==> src/rtl/audio_pkg.sv <==
// Shared audio definitions for the mixer and DAC path; LRCK polarity follows I2S_LJ_EN.
package audio_pkg;

  localparam int AUDIO_W       = 16;
  localparam int SLOT_BITS_DEF = 32;

`ifdef I2S_LJ_EN
  localparam logic LRCK_LEFT = 1'b1;
`else
  localparam logic LRCK_LEFT = 1'b0;
`endif

  typedef logic signed [AUDIO_W-1:0] sample_t;

endpackage

==> src/rtl/i2s_bck_gen.sv <==
// Bit-clock divider: bck toggles every CLK_DIV clk cycles; rise/fall pulse in the cycle before the toggle lands.
// Latency: bck is registered; free-running, no backpressure.
module i2s_bck_gen #(
  parameter int CLK_DIV = 4
) (
  input  logic clk,
  input  logic rst_n,
  output logic bck,
  output logic rise,
  output logic fall
);

  localparam int CW = (CLK_DIV > 1) ? $clog2(CLK_DIV) : 1;

  logic [CW-1:0] div_cnt;
  logic          wrap;

  assign wrap = (div_cnt == CW'(CLK_DIV - 1));
  assign rise = wrap & ~bck;
  assign fall = wrap & bck;

  always_ff @(posedge clk or negedge rst_n) begin
    if (!rst_n) begin
      div_cnt <= '0;
      bck     <= 1'b0;
    end else begin
      div_cnt <= wrap ? '0 : div_cnt + 1'b1;
      if (wrap) bck <= ~bck;
    end
  end

endmodule

==> src/rtl/i2s_dac_tx.sv <==
// Stereo sample serialiser to I2S pins (left-justified when I2S_LJ_EN is defined); captures one L/R pair per frame.
// Latency: MSB one BCK after capture (I2S) or in the capture cycle (LJ); no backpressure, sample_req marks consumption.
module i2s_dac_tx
  import audio_pkg::*;
#(
  parameter int CLK_DIV   = 4,
  parameter int SLOT_BITS = SLOT_BITS_DEF,
  parameter int DATA_W    = AUDIO_W
) (
  input  logic              clk,
  input  logic              rst_n,
  input  logic [DATA_W-1:0] audio_l,
  input  logic [DATA_W-1:0] audio_r,
  input  logic              mute,
  output logic              sample_req,
  output logic              i2s_bck,
  output logic              i2s_lrck,
  output logic              i2s_data
);

  localparam int             FRAME_BITS = 2 * SLOT_BITS;
  localparam int             PAD_W      = SLOT_BITS - DATA_W;
  localparam int             BW         = $clog2(FRAME_BITS);
  localparam logic [BW-1:0]  LAST_BIT   = BW'(FRAME_BITS - 1);
  localparam logic [BW-1:0]  LEFT_LAST  = BW'(SLOT_BITS - 1);

  logic                  bck_rise;
  logic                  bck_fall;
  logic [BW-1:0]         bit_cnt;
  logic [FRAME_BITS-1:0] shift_q;
  logic [FRAME_BITS-1:0] frame_d;
  logic [DATA_W-1:0]     cap_l;
  logic [DATA_W-1:0]     cap_r;
  logic                  frame_start;
  logic                  right_start;

  i2s_bck_gen #(
    .CLK_DIV (CLK_DIV)
  ) u_bck_gen (
    .clk   (clk),
    .rst_n (rst_n),
    .bck   (i2s_bck),
    .rise  (bck_rise),
    .fall  (bck_fall)
  );

  assign frame_start = bck_fall && (bit_cnt == LAST_BIT);
  assign right_start = bck_fall && (bit_cnt == LEFT_LAST);
  assign cap_l       = mute ? '0 : audio_l;
  assign cap_r       = mute ? '0 : audio_r;
  assign frame_d     = {cap_l, {PAD_W{1'b0}}, cap_r, {PAD_W{1'b0}}};

  always_ff @(posedge clk or negedge rst_n) begin
    if (!rst_n) begin
      bit_cnt    <= LAST_BIT;
      shift_q    <= '0;
      i2s_lrck   <= ~LRCK_LEFT;
      i2s_data   <= 1'b0;
      sample_req <= 1'b0;
    end else begin
      sample_req <= frame_start;
      if (bck_fall) begin
        bit_cnt <= (bit_cnt == LAST_BIT) ? '0 : bit_cnt + 1'b1;
        if (frame_start) begin
          i2s_lrck <= LRCK_LEFT;
`ifdef I2S_LJ_EN
          i2s_data <= frame_d[FRAME_BITS-1];
          shift_q  <= frame_d << 1;
`else
          // Old frame is fully shifted out, so this drives its final R pad bit (0).
          i2s_data <= shift_q[FRAME_BITS-1];
          shift_q  <= frame_d;
`endif
        end else begin
          if (right_start) i2s_lrck <= ~LRCK_LEFT;
          i2s_data <= shift_q[FRAME_BITS-1];
          shift_q  <= shift_q << 1;
        end
      end
    end
  end

  a_edge_exclusive: assert property (@(posedge clk) disable iff (!rst_n) !(bck_rise && bck_fall));

endmodule

==> config.mk <==
export PLATFORM = sky130hd
export DESIGN_NAME = i2s_dac_tx
export DESIGN_NICKNAME = d
export VERILOG_FILES = /design/src/rtl/audio_pkg.sv /design/src/rtl/i2s_bck_gen.sv /design/src/rtl/i2s_dac_tx.sv
export SDC_FILE = /design/constraint.sdc
export NUM_CORES = 1
export LEC_CHECK = 0
export BUFFER_PORTS_ARGS = -buffer_cell sky130_fd_sc_hd__buf_2
export CORE_MARGIN = 4
export CORE_UTILIZATION = 39
export DETAILED_ROUTE_END_ITERATION = 8
export SKIP_CTS_REPAIR_TIMING = 1
export SLEW_MARGIN = 15
export SYNTH_ARGS = -nofsm -noshare
export SYNTH_HDL_FRONTEND = slang
export SYNTH_SLANG_ARGS = --single-unit
==> constraint.sdc <==
create_clock -name clk -period 1.6 [get_ports clk]
set_input_delay 0.16 -clock clk [delete_from_list [all_inputs] [get_ports clk]]
set_output_delay 0.16 -clock clk [all_outputs]
set_load 0.02 [all_outputs]
Word level (Yosys, flattened, before mapping)
Cells that the tools add are included.
{ "classes": {"n_addsub": 2, "mul": 0, "div": 0, "n_lt_le_gt_ge": 0, "eq_ne": 3, "n_shift": 0, "mux": 7, "bitwise": 2, "n_reduce_logical": 4} }
{ "op_table": {"columns": ["operator", "count"], "rows": [
  ["two-way mux 64 bit", 1],
  ["two-way mux 16 bit", 2],
  ["adder 6 x 1 -> 6 bit, second input constant", 1],
  ["equality test 6 x 5 -> 1 bit, second input constant", 1],
  ["equality test 6 bit, second input constant", 1],
  ["two-way mux 6 bit", 1],
  ["adder 2 x 1 -> 2 bit, second input constant", 1],
  ["equality test 2 bit, second input constant", 1],
  ["logical AND 1 bit", 2],
  ["two-way mux 1 bit", 2],
  ["two-way mux 2 bit", 1],
  ["AND reduction 2 bit", 1],
  ["nonzero test 2 bit", 1],
  ["bitwise AND 1 bit", 1],
  ["inverter 1 bit", 1]
]} }
{ "totals": {"regBits": 76, "latch_bits": 0, "ramBits": 0, "romBits": 0, "word_cells": 25, "n_memories": 0} }

Logic depth before layout (Yosys ltp)
{ "logic_depth": {"word_depth": 5, "mapped_depth": 7} }

By module
A second synthesis with hierarchy kept.
{ "unflattened": {"cells_unflattened": 217, "area_unflattened_um2": 2553.7} }
{ "by_module_without_submodules": {"columns": ["module", "instances", "cells_per_inst", "area_per_inst_um2", "seq_area_each_um2"], "rows": [
  ["i2s_dac_tx", 1, 209, 2437.3, 1435.1],
  ["i2s_bck_gen", 1, 8, 116.4, 75.1]
]} }

Least setup slack after synthesis
OpenSTA, ideal clock, no wires.
{ "synth_timing": {"path_type": "register -> register", "from": "register bit_cnt[0]", "to": "register shift_q[17]", "setup_ns": 0.082, "t_arrival_ns": 1.410, "setup_slack_ns": 0.108, "path_stages_with_launch": 7, "path_cell_list": "dfstp_2 -> ha_1 -> and2_1 -> buf_2 -> buf_4 -> nand4b_1 -> a31oi_1"} }
{ "synth_between": {"elab_chain_cells": 3} }
{ "synth_rtl": {"columns": ["item", "line_no", "text"], "rows": [
  ["start, declared", "i2s_dac_tx.sv:29", "logic [BW-1:0] bit_cnt;"],
  ["start signal, assigned", "i2s_dac_tx.sv:63", "bit_cnt <= (bit_cnt == LAST_BIT) ? '0 : bit_cnt + 1'b1;"],
  ["equality test 6 bit", "i2s_dac_tx.sv:47", "assign frame_start = bck_fall && (bit_cnt == LAST_BIT);"],
  ["logical AND 1 bit", "i2s_dac_tx.sv:47", null],
  ["two-way mux 64 bit", "i2s_dac_tx.sv:64", "if (frame_start) begin"],
  ["end signal, assigned", "i2s_dac_tx.sv:72", "shift_q <= frame_d;"],
  ["end signal, assigned", "i2s_dac_tx.sv:77", "shift_q <= shift_q << 1;"],
  ["end, declared", "i2s_dac_tx.sv:30", "logic [FRAME_BITS-1:0] shift_q;"]
]} }
Every way passes these cells.
A chain may end at the register's enable or synchronous reset.

Worst setup path after layout
{ "layout_timing": {"from": "register bit_cnt[1]", "to": "register shift_q[22]"} }
The elaborated chain is that of the path after synthesis.

==> reports/summary.txt <==
PLACEMENT
--------------------------------------------------------------------------------------
Placed Area                                                                   3210 um2
Weighted congestion reported at the end of routability-driven placement          0.735
Placed cells                                                                       429
Count of input and output buffers                                                   38
Post-DP HPWL                                                                   4.00 mm
DP Worst Slack                                                                 50.3 ps

ROUTE
--------------------------------------------------------------------------------------
First-pass iteration count of the detailed router                                    4
ANT nets after route                                                                 0
Vias                                                                             2,340
Remaining routing DRC violations                                                     0
Routed wirelength normalized by instance count                                 14.2 um
Drt total wl                                                                   6.32 mm
Violation count after the first detailed-routing iteration                         126
Mean number of vias per cell                                                      5.25

SYNTH
--------------------------------------------------------------------------------------
Most frequent cells after synthesis                                       dfrtp_1 (53), o21ai_0 (51), nand2_1 (44), nor2_1 (33)
Biggest area consumer among synthesized cells                                  dfrtp_1
Number of enable flip-flop cells after synthesis                                     0
Nets in the synthesized netlist                                                    340
Most used DFF post-synth                                                       dfrtp_1
Synthesized area per cell                                                     9.55 um2
Proportion of synthesized flip-flops having asynchronous set or reset             1.00
Area fraction of the dominant cell type after synthesis                          0.458
Synth warnings                                                                       0
Post-synthesis cell count                                                          303
#FFs+latches synth                                                                  60
Synthesized area                                                              2890 um2
Main area contributors after synthesis                                    dfrtp_1 (46%), nand4b_1 (9.4%), o21ai_0 (8.8%), a31oi_1 (6.7%), dfstp_2 (6.4%)
Cell variety after synth                                                            29
Sequential cell area fraction in the yosys report                                0.522
Dominant cell by count in the synthesized netlist                              dfrtp_1

SETUP PATH
--------------------------------------------------------------------------------------
Worst path cell trace                                                     ha_2 -> and2_2 -> buf_6 -> nand4b_1 -> a31oi_1
Crit path max-delay family                                                  flip-flops
Kind of capture point of the worst setup path                                flip-flop
Crit-path max cell delay                                                        570 ps
Count of buffer and inverter cells on the critical path                              1
Category of the critical setup timing path                                flip-flop to flip-flop
Largest fanout on the critical path                                                 15
Startpoint types                                                             flip-flop
Crit path arrival time                                                         1770 ps
Data required time at the worst endpoint                                       1850 ps
Highest-delay cell along the critical path                                     dfstp_2

STA
--------------------------------------------------------------------------------------
Worst path setup slack after routing                                           80.5 ps
Setup TNS                                                                         0 ps
RSZ-0062 raised after global routing                                                no
Max Clk Rate                                                                   658 MHz
Final worst-path cycle share                                                     0.950
Clock tree skew after final layout                                             9.95 ps
Tightest Pin Transition                                                         449 ps
Final hold violation count                                                           0
Final setup violation count                                                          0
Number of pins exceeding their max-slew limit in the final report                    0
Final critical-path required period                                            1520 ps
Headroom to the max-slew limit                                                   0.700

CLOCK TREE
--------------------------------------------------------------------------------------
Total number of clock tree sinks                                                    60
Buffer levels on the longest clock path                                              2
Clock Latency Late Sink                                                         340 ps
Cell at the root of the clock tree                                            clkbuf_8
Clock buffer count from CTS                                                          9
CTS tree                                                                          done
Register clock-pin slew on the reported worst setup and hold paths               70 ps
CTS HTree Levels                                                                     3

POWER
--------------------------------------------------------------------------------------
Maximum ir drop on the vdd rail                                               0.423 mV
Static power due to leakage                                                 0.00135 uW
Total Power                                                                    3090 uW
Power per Cell Area                                                         897 nW/um2

FLOORPLANNING
--------------------------------------------------------------------------------------
Starting Density                                                                 0.401
Area of the core                                                              7210 um2
Die Span X                                                                     94.1 um
Placement row count                                                                 31
Floorplan die area                                                            8860 um2
Vertical extent of the die                                                     94.1 um
Num ports                                                                           39

LAYOUT
--------------------------------------------------------------------------------------
Area Overhead vs Synth                                                           19.0%
Final cell count without fillers                                                   446
Fraction of final layout cells sized beyond drive strength 1                     0.239
Antenna cells                                                                        0
Final standard cell area without fillers                                      3440 um2
Net count of the finished layout                                                   379

GRT
--------------------------------------------------------------------------------------
GRT busiest layer                                                                 met2
Overall overflow remaining after global route                                        0
Met3 usage                                                                      0.0457
Initial antenna violation count                                                      0
Met1 Resource Use GR                                                             0.209
Wire length of the first global-routing pass                                   10.9 mm
Met2 Resource Use GR                                                             0.241
Number of global-route vias before repair                                        2,302
Total global-route track usage                                                   0.155
Largest net degree at the start of global routing                                   61

RUN
--------------------------------------------------------------------------------------
Total of max-cap violations                                                          0

MIN PATH
--------------------------------------------------------------------------------------
Hold Path Class                                                           input pin to flip-flop

STATUS
--------------------------------------------------------------------------------------
Result of the run                                                            completed

## layout by cell type, fill, tap and decap left out, drive strengths merged, types with 3 or more instances in the layout
cell and count:
buf 57, dfrtp 53, o21ai 52, nand2 44
nor2 34, nand4b 31, a31oi 31, clkbuf 11
dfstp 7, nand3 3
## worst reg2reg max path, delay by kind of cell (launching register included)
| kind | cells | cell delay (ps) |
|---|---|---|
| flip-flops | 1 | 570 |
| AND/OR/NAND/NOR | 2 | 300 |
| AO/OA/AOI/OAI | 1 | 210 |
| adder cells (fa/ha/maj) | 1 | 190 |
| buffers and inverters | 1 | 170 |
## cell type report
type / count / area (um2)
clock buffer: 11 / 131
clock inverter: 5 / 77.6
fill: 712 / 3770
inverter: 2 / 7.51
multi-input combinational: 211 / 1180
sequential: 60 / 1510
tap: 99 / 124
timing repair buffer: 58 / 413
## stage by stage
| stage | utilization | hold slack [ps] |
|---|---|---|
| final | 0.477 | 96.5 |
| after global routing | 0.477 | 89.6 |
| after CTS | 0.474 | -179 |
| after detailed placement | 0.445 | 198 |
| after global placement | 0.445 | 191 |
| after floorplan | - | -136 |
## where the power goes
part           switching, uW  leakage (uW)  internal, uW  total, uW
registers                  0      0.000668          1520       1520
logic                   51.7      0.000582          47.6       99.3
clock network            601      0.000103           873       1470
total                    652       0.00135          2440       3090
## kinds of logic (layout without fill, tap and decap cells)
kind of cell / Yosys count / after routing / synth area share
compound gates: 86 / 86 / 0.164
xor+xnor: 3 / 3 / 0.00908
fa+ha+maj: 2 / 2 / 0.00865
buf+inv: 32 / 76 / 0.0726
flops: 60 / 60 / 0.522
mux: 1 / 1 / 0.00346
simple gates: 119 / 119 / 0.220
## sequential cells by signal, summed over array words and instances (netlist names)
signal / flops
u_bck_gen.div_cnt: 2
shift_q: 48
i2s_lrck: 1
i2s_data: 1
bit_cnt: 6
u_bck_gen.bck: 1
sample_req: 1
## final timing paths
| path | to | start | slack [ps] | depth (start not counted) |
|---|---|---|---|---|
| worst min-delay path | shift_q[60]$_DFFE_PN0P_ | audio_l[12] | 100 | 3 |
| max in group asynchronous | bit_cnt[1]$_DFFE_PN1P_ | rst_n | 930 | 3 |
| worst max-delay path | shift_q[22]$_DFFE_PN0P_ | bit_cnt[1]$_DFFE_PN1P_ | 80 | 5 |
| worst min register to register | u_bck_gen.div_cnt[0]$_DFF_PN0_ | u_bck_gen.div_cnt[0]$_DFF_PN0_ | 430 | 1 |
| min in group asynchronous | shift_q[55]$_DFFE_PN0P_ | rst_n | 340 | 3 |
| worst max register to register | shift_q[22]$_DFFE_PN0P_ | bit_cnt[1]$_DFFE_PN1P_ | 80 | 5 |
## per-layer routing
layer	routed length, um	vias to the layer above
met1	3010	1125
met4	60	0
met2	2960	52
met3	281	6
li1	-	1157
met5	0	-
Note: power is estimated with default switching activity, not from simulation.
